`src/rtl/time_keeper_if.sv`:
```
// Control and time bus between the timekeeping core and its user-interface / display consumers.
interface time_keeper_if;
  logic       set_mode;
  logic       sel;
  logic       inc;
  logic [5:0] current_hour;
  logic [5:0] current_min;
  logic [5:0] current_sec;
  logic       current_am_pm;
  logic       sec_tick;
  logic [1:0] set_field;

  modport master (
    output set_mode, sel, inc,
    input  current_hour, current_min, current_sec, current_am_pm, sec_tick, set_field
  );

  modport slave (
    input  set_mode, sel, inc,
    output current_hour, current_min, current_sec, current_am_pm, sec_tick, set_field
  );
endinterface

```
`src/rtl/time_keeper.sv`:
```
// 12-hour clock core: a prescaler derives 1 Hz advances from clk.
// A set mode freezes counting and edits one field at a time.
module time_keeper #(
  parameter int DIV = 50000000
) (
  input  logic          clk,
  input  logic          rst,
  time_keeper_if.slave  bus
);

  localparam int             PW     = $clog2(DIV);
  localparam logic [PW-1:0] PRE_MAX = PW'(DIV - 1);

  typedef enum logic [1:0] {
    FIELD_HOUR = 2'd0,
    FIELD_MIN  = 2'd1,
    FIELD_SEC  = 2'd2,
    FIELD_AMPM = 2'd3
  } field_e;

  logic [PW-1:0] pre_q,  pre_d;
  logic [5:0]    hour_q, hour_d;
  logic [5:0]    min_q,  min_d;
  logic [5:0]    sec_q,  sec_d;
  logic          pm_q,   pm_d;
  logic          tick_q, tick_d;
  field_e        field_q, field_d;

  always_ff @(posedge clk or posedge rst) begin
    if (rst) begin
      pre_q   <= '0;
      hour_q  <= '0;
      min_q   <= '0;
      sec_q   <= '0;
      pm_q    <= 1'b0;
      tick_q  <= 1'b0;
      field_q <= FIELD_HOUR;
    end else begin
      pre_q   <= pre_d;
      hour_q  <= hour_d;
      min_q   <= min_d;
      sec_q   <= sec_d;
      pm_q    <= pm_d;
      tick_q  <= tick_d;
      field_q <= field_d;
    end
  end

  // Set mode takes priority, so a freeze landing on a wrap cycle suppresses that advance.
  always_comb begin
    pre_d   = pre_q;
    hour_d  = hour_q;
    min_d   = min_q;
    sec_d   = sec_q;
    pm_d    = pm_q;
    tick_d  = 1'b0;
    field_d = field_q;

    if (bus.set_mode) begin
      pre_d = '0;
      if (bus.inc) begin
        case (field_q)
          FIELD_HOUR: hour_d = (hour_q >= 6'd11) ? 6'd0 : hour_q + 6'd1;
          FIELD_MIN:  min_d  = (min_q  >= 6'd59) ? 6'd0 : min_q  + 6'd1;
          FIELD_SEC:  sec_d  = 6'd0;
          FIELD_AMPM: pm_d   = ~pm_q;
          default:    ;
        endcase
      end
      if (bus.sel) begin
        field_d = field_e'(field_q + 2'd1);
      end
    end else if (pre_q == PRE_MAX) begin
      pre_d  = '0;
      tick_d = 1'b1;
      if (sec_q >= 6'd59) begin
        sec_d = 6'd0;
        if (min_q >= 6'd59) begin
          min_d = 6'd0;
          if (hour_q >= 6'd11) begin
            hour_d = 6'd0;
            pm_d   = ~pm_q;
          end else begin
            hour_d = hour_q + 6'd1;
          end
        end else begin
          min_d = min_q + 6'd1;
        end
      end else begin
        sec_d = sec_q + 6'd1;
      end
    end else begin
      pre_d = pre_q + PW'(1);
    end
  end

  assign bus.current_hour  = hour_q;
  assign bus.current_min   = min_q;
  assign bus.current_sec   = sec_q;
  assign bus.current_am_pm = pm_q;
  assign bus.sec_tick      = tick_q;
  assign bus.set_field     = field_q;

endmodule

```
`src/flat_wrapper.sv`:
```
// flat-port wrapper written by rule: the top's interface ports become plain ports
module time_keeper_flat 
#(
  parameter int DIV = 50000000
)
  (clk, rst, bus_set_mode, bus_sel, bus_inc, bus_current_hour, bus_current_min, bus_current_sec, bus_current_am_pm, bus_sec_tick, bus_set_field);
  time_keeper_if bus_i ();
  input  logic clk;
  input  logic rst;
  input wire logic [$bits(bus_i.set_mode)-1:0] bus_set_mode;
  input wire logic [$bits(bus_i.sel)-1:0] bus_sel;
  input wire logic [$bits(bus_i.inc)-1:0] bus_inc;
  output wire logic [$bits(bus_i.current_hour)-1:0] bus_current_hour;
  output wire logic [$bits(bus_i.current_min)-1:0] bus_current_min;
  output wire logic [$bits(bus_i.current_sec)-1:0] bus_current_sec;
  output wire logic [$bits(bus_i.current_am_pm)-1:0] bus_current_am_pm;
  output wire logic [$bits(bus_i.sec_tick)-1:0] bus_sec_tick;
  output wire logic [$bits(bus_i.set_field)-1:0] bus_set_field;
  assign bus_i.set_mode = bus_set_mode;
  assign bus_i.sel = bus_sel;
  assign bus_i.inc = bus_inc;
  assign bus_current_hour = bus_i.current_hour;
  assign bus_current_min = bus_i.current_min;
  assign bus_current_sec = bus_i.current_sec;
  assign bus_current_am_pm = bus_i.current_am_pm;
  assign bus_sec_tick = bus_i.sec_tick;
  assign bus_set_field = bus_i.set_field;
  time_keeper #(.DIV(DIV)) u_core (.clk(clk), .rst(rst), .bus(bus_i));
endmodule
```
`config.mk`:
```
export PLATFORM = sky130hd
export DESIGN_NAME = time_keeper_flat
export DESIGN_NICKNAME = d
export VERILOG_FILES = /design/src/rtl/time_keeper_if.sv /design/src/rtl/time_keeper.sv /design/src/flat_wrapper.sv
export SDC_FILE = /design/constraint.sdc
export NUM_CORES = 1
export LEC_CHECK = 0
export CORE_AREA = 2 2 74 76
export CTS_CLUSTER_DIAMETER = 30
export DETAILED_ROUTE_END_ITERATION = 10
export DIE_AREA = 0 0 76 78
export GPL_TIMING_DRIVEN = 0
export PLACE_DENSITY = 0.74
export SYNTH_ARGS = -nofsm -noshare
export SYNTH_HDL_FRONTEND = slang
export SYNTH_SLANG_ARGS = --single-unit
```
`constraint.sdc`:
```
create_clock -name clk -period 2 [get_ports clk]
set_input_delay 0.5 -clock clk [delete_from_list [all_inputs] [get_ports clk]]
set_output_delay 0.5 -clock clk [all_outputs]
set_load 0.005 [all_outputs]
```
After elaboration in Yosys (flattened, before gate mapping):

Cells that the tools add are included.

* bitwise operators: 1
* shift-type cells: 0
* add/subtract/negate cells: 5
* reduce and logical (&&, ||, !) cells: 10
* magnitude comparators: 3
* eq/ne operators: 9
* mux-type cells: 29
* multipliers: 0
* div/mod/pow operators: 0

Operators with widths (number)
* 2-to-1 mux 6 bit: 18
* 2-to-1 mux 26 bit: 2
* adder 26 x 1 -> 26 bit (second input constant): 1
* equality test 26 bit (second input constant): 1
* adder 6 x 1 -> 6 bit (second input constant): 3
* greater-or-equal comparator 6 bit (second input constant): 2
* != test 2 x 1 -> 1 bit (second input constant): 5
* 2-to-1 mux 1 bit: 9
* nonzero test 2 bit: 4
* greater-or-equal comparator 6 x 4 -> 1 bit (second input constant): 1
* AND reduction 6 bit: 1
* AND reduction 5 bit: 1
* equality test 2 bit (second input constant): 2
* AND reduction 4 bit: 1
* AND reduction 3 bit: 1
* adder 2 x 1 -> 2 bit (second input constant): 1
* equality test 2 x 1 -> 1 bit (second input constant): 1
* zero test 2 bit: 1
* AND reduction 2 bit: 1
* inverter 1 bit: 1

* RAM bits: 0
* register bits: 48
* memories: 0
* word-level logic and storage cells: 64
* bits in latches: 0
* bits of input ports: 5
* output and inout port bits: 22
* memory bits (read-only): 0

Longest topological paths before layout:

Gate-level depths: netlist of run 1.

* depth in word-level cells: 6
* gate-level depth with buffers: 7
* gate-level depth less buffers: 6

Least setup slack after synthesis of run 1:

Ideal clock, no wire load.

* kind: reg2reg
* start point: reg u_core.pre_q[9]
* end point: reg u_core.sec_q[3], in the netlist u_core.bus.current_sec[3]
* arrival time: 2083 ps
* clock period less this slack: 2151 ps
* buffers on the path: 0
* stages on the path, launching flop included: 6
* required time: 1931 ps
* path slack: -151 ps
* setup time: 69 ps
* path through: dfrtp_1 > or4b_4 > nor4_4 > a2bb2oi_2 > or4_1 > nand3_1

* cells in the longest elaborated chain, start to end: 3

RTL lines
* start: declaration: RTL line time_keeper.sv:21 `logic [PW-1:0] pre_q, pre_d;`
* start signal: assignment: RTL line time_keeper.sv:39 `pre_q <= pre_d;`
* equality test 26 bit: RTL line time_keeper.sv:73 `end else if (pre_q == PRE_MAX) begin`
* nonzero test 2 bit (no line)
* AND reduction 3 bit (no line)
* end signal: assignment: RTL line time_keeper.sv:34 `sec_q <= '0;`
* end signal: assignment: RTL line time_keeper.sv:42 `sec_q <= sec_d;`
* end: declaration: RTL line time_keeper.sv:24 `logic [5:0] sec_q, sec_d;`

No other way between the ends.
A chain may end at the register's enable or synchronous reset.

Worst setup path in the final report of run 1:

* start point: reg u_core.pre_q[9]
* end point: reg u_core.min_q[2], in the netlist u_core.bus.current_min[2]

* cells in the longest elaborated chain, start to end: 3

RTL lines
* equality test 26 bit: RTL line time_keeper.sv:73
* nonzero test 2 bit (no line)
* AND reduction 4 bit (no line)
* end signal: assignment: RTL line time_keeper.sv:41 `min_q <= min_d;`
* end: declaration: RTL line time_keeper.sv:23 `logic [5:0] min_q, min_d;`

No other way between the ends.

==> summary.md, run 1 <==
| Metric | Value |
|---|---|
| # fillers | `387` |
| IO Port Bufs | `26` |
| Clk_skew | `14.6 ps` |
| Ys async rst share | `100%` |
| Diode count | `0` |
| Sequential share of the synthesized area | `47.5%` |
| DIE AREA | `0.00593 sq mm` |
| Max-slew headroom | `53.7%` |
| Hold buffers post-CTS | `0` |
| Pint | `1.79 mW` |
| Post-synth EDFFs | `0` |
| CTS tree | `built` |
| Syn_area_per_cell | `9.77 sq um` |
| Core area | `0.00504 sq mm` |
| Max Cap Violations | `0` |
| Drt total wl | `6010 um` |
| Max Buffers Root-to-Sink | `2` |
| Layout cells sized above 1 | `24.8%` |
| Flops & latches, synth | `48` |
| Worst setup path startpoint | `u_core.pre_q[9]` |
| Vias per Instance | `5.54` |
| Clk root buf | `clkbuf_8` |
| Sw Share | `31.7%` |
| Netlist Area Pre-Place | `0.00253 sq mm` |
| Pwr dens | `763 mW/mm^2` |
| Clock Pin Slew Worst Setup and Hold Paths | `90 ps` |
| Slowest cell on crit path | `or4b_4` |
| Final min period | `2110 ps` |
| Leakage | `1.47 nW` |
| DR pass1 iterations | `4` |
| CP startpoint kind | `register` |
| Mapped Cells | `259` |
| Net Switching | `0.828 mW` |
| Ys flop type | `dfrtp_1` |
| Number of global-route vias before repair | `2027` |
| H-tree depth | `2` |
| HPWL after detailed placement | `3710 um` |
| Die height | `78 um` |
| Syn Nets | `272` |
| Clk_lat worst skew | `300 ps` |
| Dpl cell area | `0.00290 sq mm` |
| Max Freq | `474 MHz` |
| Yosys synthesis warning count | `0` |
| Cells after DPL | `356` |
| Pre-CTS setup slack | `-513 ps` |
| Routability cong. | `0.783` |
| Metal2 WL | `2980 um` |
| Period Utilization, post-route | `105%` |
| Largest net degree at the start of global routing | `37` |
| Non-Filler Instances | `389` |
| Routed Antenna Nets | `0` |
| Uppermost layer routed | `met4` |
| Failing checks | `negative setup slack` |
| Worst path cell trace | `or4b_4, nor4_4, buf_6, a22oi_2, buf_4, o31ai_2, o21ai_1` |
| Met3 wire length | `226 um` |
| DRC Markers | `0` |
| Initial drt markers | `88` |
| Hold Fails Final Rpt | `0` |
| Via Count | `2156` |
| Sequential share of power | `48.0%` |
| R2R Path Start | `u_core.pre_q[9]` |
| Crit end category | `register` |
| Worst setup margin | `-108 ps` |
| Total gr overflow | `0` |
| RSZ-0062 raised after global routing | `true` |
| Standard-cell rows | `26` |
| Global-route wire length before repair | `9400 um` |
| Worst-path fanout max | `6` |
| Finish-stage setup viols | `34` |
| I/O pin count | `27` |
| Hold Crit Class | `in -> async` |
| Num CTS Buffers | `5` |
| Crit path kind | `reg -> reg` |
| CP required | `2180 ps` |
| Tot GR Track Use | `19.5%` |
| Layout overhead on the synthesized area | `35.4%` |
| Netlist cell types | `48` |
| Die width | `76 um` |
| Fin area | `0.00342 sq mm` |
| CTS sink count | `48` |
| Final nets | `331` |
| Clock share of power | `23.0%` |
| Worst Max-Slew Pin Slew | `689 ps` |
| WL/cell | `15.5 um` |
| Routed met1 length | `2770 um` |
| Status | `complete, but fails checks` |
| Initial core utilization | `50.2%` |
| Max Slew Vio Count | `0` |
| Worst Path Arrival | `2290 ps` |
| Initial antenna violation count | `0` |
| Max incr delay on CP | `510 ps` |
| Logic pwr share | `29.0%` |
| VDD IR-drop max | `0.000599 V` |
stage by stage:
| step | hold slack [ps] | util, % | setup TNS (ps) | power [mW] |
|---|---|---|---|---|
| 6_report | 455 | 67.9 | -2290 | 2.61 |
| 5_1_grt | 510 | 67.9 | -5890 | 2.78 |
| 4_1_cts | 463 | 62.8 | -1710 | 2.53 |
| 3_5_place_dp | 468 | 57.5 | -17330 | 1.88 |
| 3_3_place_gp | 456 | 57.1 | -43000 | 1.85 |
| 2_1_floorplan | 465 | - | -2190 | 1.55 |
final timing paths:
kind	depth (start not counted)	end	slack, ps
max in group asynchronous	3	u_core.pre_q[9]	1040
min in group clk	1	u_core.bus.current_am_pm	490
worst min-delay path	2	u_core.bus.current_am_pm	450
worst max register to register	7	u_core.bus.current_min[2]	-110
worst max-delay path	7	u_core.bus.current_min[2]	-110
worst min register to register	1	u_core.bus.current_am_pm	490
cell usage in the layout (no fill, tap or decap), types with 4 or more instances in the layout:
cell,count
and3_1,6
buf_4,19
buf_6,7
clkbuf_8,6
clkdlybuf4s50_1,26
dfrtp_1,46
ha_1,7
inv_1,5
nand2_1,23
nand3_1,22
nand4_1,9
nor2_1,35
nor3_1,4
xnor2_1,11
xor2_1,15
critical path, delay by kind of cell (launching register included):
family          cells  cell delay (ps)
compound gates      3              400
buf+inv             2              370
flops               1              450
simple gates        2              780
flip-flops by register name, indices dropped and copies added, names as in the netlist:
name	flops
u_core.bus.current_min	6
u_core.pre_q	26
u_core.bus.current_hour	6
u_core.bus.current_sec	6
u_core.bus.sec_tick	1
u_core.bus.set_field	2
u_core.bus.current_am_pm	1
cell families after synthesis:
group / synth area share [%]
DFF: 47.5
muxes: 0.445
buffers and inverters: 1.88
AOI/OAI and AO/OA: 10.1
xor gates and xnor gates: 9.00
and+or+nand+nor: 26.8
adders and majority gates: 4.35
synth_stat cells, types with 3 or more instances:
master	n	area, sq um
nand3_1	26	130
nor2_1	35	131
o21ai_1	3	15.0
xor2_1	15	131
xnor2_1	11	96.3
o31ai_1	6	45.0
nand4_1	9	56.3
clkbuf_1	4	15.0
nand3b_1	3	22.5
dfrtp_1	48	1200
nor3_1	6	30.0
nand2_1	24	90.1
o21ai_0	6	30.0
inv_1	6	22.5
and3_1	9	56.3
a21oi_1	3	15.0
ha_1	8	100
layer usage:
layer  GRT usage, %  vias to the layer above
li1               -                     1043
met1           25.7                     1064
met2           32.6                       45
met4           4.91                        0
met5              0                        -
met3           4.53                        4
timing repair:
| item | in CTS | in global routing |
|---|---|---|
| cloned | 0 | 2 |
| pin swaps | 9 | 9 |
| resized for setup | 16 | 36 |
| endpoints found under the setup margin | 44 | 42 |
| setup buffers | 13 | 11 |
power by group through the flow:
stage | registers [mW] | clock network, mW | logic, mW
after floorplan | 1.24 | 0 | 0.313
after global placement | 1.25 | 0 | 0.601
after detailed placement | 1.26 | 0 | 0.624
after CTS | 1.24 | 0.615 | 0.670
after global routing | 1.28 | 0.658 | 0.847
final | 1.25 | 0.602 | 0.758
layout make-up:
| cell class | count | area [sq um] | area share [%] |
|---|---|---|---|
| Inverter | 6 | 22.5 | 0.658 |
| Multi-Input combinational cell | 199 | 1460 | 42.7 |
| Timing Repair Buffer | 53 | 515 | 15.1 |
| Buffer | 5 | 40.0 | 1.17 |
| Tap cell | 70 | 87.6 | 2.56 |
| Clock inverter | 1 | 7.51 | 0.219 |
| Clock buffer | 7 | 86.3 | 2.52 |
| Sequential cell | 48 | 1200 | 35.1 |
(Power assumes the default switching activity.)
==> inputs of run 2 (changes only) <==
- CORE_AREA: 2 2 74 76 -> 2 2 71 73
- CTS_CLUSTER_DIAMETER: 30 -> default
- DIE_AREA: 0 0 76 78 -> 0 0 73 75
- PLACE_DENSITY: 0.74 -> 0.77
- clock period: 2 -> 2.33 ns (I/O delays scaled with it)
==> run 2 against run 1 <==
Clock-buffer cell count did not move. Clock skew fell by 9.8 ps. Non-clock buffer count fell by 17. Sequential cell count did not move. The run now ends clean. Power fell by 18%. Die area fell by 7.6%.
==> summary.md, run 2 (synthesized netlist as in run 1, its figures left out) <==
| Metric | Value |
|---|---|
| Clock Pin Slew Worst Setup and Hold Paths | `80 ps` |
| Fin area | `0.00307 sq mm` |
| H-tree depth | `2` |
| Via Count | `2023` |
| Routed met1 length | `2620 um` |
| Clock share of power | `24.8%` |
| # fillers | `377` |
| Core area | `0.00466 sq mm` |
| Net Switching | `0.640 mW` |
| FF-to-FF path depth | `6` |
| Die width | `73 um` |
| Die height | `75 um` |
| Max Buffers Root-to-Sink | `2` |
| WL/cell | `15.1 um` |
| Standard-cell rows | `25` |
| Vias per Instance | `5.70` |
| CTS sink count | `48` |
| Hold path cells | `1` |
| Hold Fails Final Rpt | `0` |
| Uppermost layer routed | `met4` |
| Clk_lat worst skew | `290 ps` |
| Status | `completed` |
| Most common cell after layout, fill and taps aside | `dfrtp_1` |
| Final min period | `2240 ps` |
| Max reg flops | `26` |
| Initial antenna violation count | `0` |
| Number of global-route vias before repair | `1952` |
| Initial drt markers | `80` |
| CTS tree | `built` |
| RSZ-0062 raised after global routing | `false` |
| Pwr dens | `697 mW/mm^2` |
| Dpl cell area | `0.00288 sq mm` |
| Sequential share of power | `49.9%` |
| Period Utilization, post-route | `96.1%` |
| Drt total wl | `5360 um` |
| DR pass1 iterations | `4` |
| Final core occ | `65.9%` |
| Hold buffers post-CTS | `0` |
| Initial core utilization | `54.3%` |
| Num CTS Buffers | `5` |
| Max Slew Vio Count | `0` |
| Met3 wire length | `138 um` |
| Total gr overflow | `0` |
| Diode count | `0` |
| Routed Antenna Nets | `0` |
| Leakage | `1.34 nW` |
| Hold Crit Class | `reg -> reg` |
| DIE AREA | `0.00548 sq mm` |
| Sw Share | `29.9%` |
| Tot GR Track Use | `21.6%` |
| CP startpoint kind | `register` |
| VDD IR-drop max | `0.000626 V` |
| Global-route wire length before repair | `9160 um` |
| Pint | `1.50 mW` |
| Worst-path fanout max | `8` |
| Clk_skew | `4.79 ps` |
| Power Total | `2.14 mW` |
| Logic pwr share | `25.4%` |
| Biggest register | `u_core.pre_q` |
| TNS Setup | `0 ps` |
| Final nets | `314` |
| Clk root buf | `clkbuf_8` |
| HPWL after detailed placement | `3640 um` |
| CP required | `2570 ps` |
| Metal2 WL | `2550 um` |
| Routability cong. | `0.837` |
| Max Freq | `447 MHz` |
| Max-slew headroom | `34.8%` |
| Max Cap Violations | `0` |
| I/O pin count | `27` |
| Crit end category | `register` |
| Finish-stage setup viols | `0` |
| Layout cells sized above 1 | `12.3%` |
| IO Port Bufs | `26` |
| Worst Max-Slew Pin Slew | `969 ps` |
| Largest net degree at the start of global routing | `26` |
| Crit path kind | `reg -> reg` |
| Most frequent cells in the layout | `dfrtp_1, nor2_1, nand3_1, clkdlybuf4s50_1, nand2_1` |
| Worst Path Arrival | `2480 ps` |
| DRC Markers | `0` |
| Layout overhead on the synthesized area | `21.4%` |
==> run 2: critical path, cell delays in order (launching register included) <==
cell	delay [ps]
dfrtp_1	420
or4_4	560
nor4_4	330
buf_6	180
a2bb2oi_2	110
or4_1	480
nand3_1	100
==> run 2: path summary, 6_finish.rpt <==
check | start | to | slack (ps)
max | u_core.pre_q[16] | u_core.bus.current_sec[3] | 90
min | u_core.bus.current_am_pm | u_core.bus.current_am_pm | 480
max reg2reg | u_core.pre_q[16] | u_core.bus.current_sec[3] | 90
min reg2reg | u_core.bus.current_am_pm | u_core.bus.current_am_pm | 480
max in group asynchronous | rst | u_core.pre_q[0] | 1170
min in group asynchronous | rst | u_core.pre_q[13] | 640
==> run 2: layout make-up <==
cell class | count | area (sq um) | share of cell area (%)
Inverter | 6 | 22.5 | 0.733
Sequential cell | 48 | 1200 | 39.2
Timing Repair Buffer | 35 | 344 | 11.2
Buffer | 6 | 26.3 | 0.855
Clock buffer | 7 | 96.3 | 3.14
Multi-Input combinational cell | 199 | 1310 | 42.7
Tap cell | 54 | 67.6 | 2.20
==> run 2: power by group through the flow <==
stage	Combinational [mW]	Clock (mW)	Sequential [mW]
floorplan	0.268	0	1.06
global placement	0.514	0	1.07
detailed placement	0.537	0	1.08
CTS	0.542	0.547	1.07
global route	0.614	0.573	1.09
finish	0.543	0.530	1.07
==> run 2: routing by layer <==
layer / track usage (%) / up-vias
li1: - / 1008
met1: 30.9 / 977
met2: 34.4 / 33
met3: 3.61 / 5
met4: 5.56 / 0
met5: 0 / -
==> run 2: metrics by stage <==
stage	setup slack (ps)	hold slack [ps]	instances
floorplan	179	465	259
CTS	34.4	479	352
global placement	-350	458	339
global route	1.29	492	355
detailed placement	-275	456	340
finish	90.7	476	355
==> run 2: repair_timing <==
action                                  in CTS  in global routing
endpoints found under the setup margin      29                 29
cloned                                       0                  0
pin swaps                                    3                  3
resized for setup                            3                  7
buffers inserted                             5                  3
==> inputs of run 3 (changes only) <==
- CTS_CLUSTER_SIZE: default -> 25
==> results of run 3 <==
Final layout, timing and power as in run 2 (identical DEF).
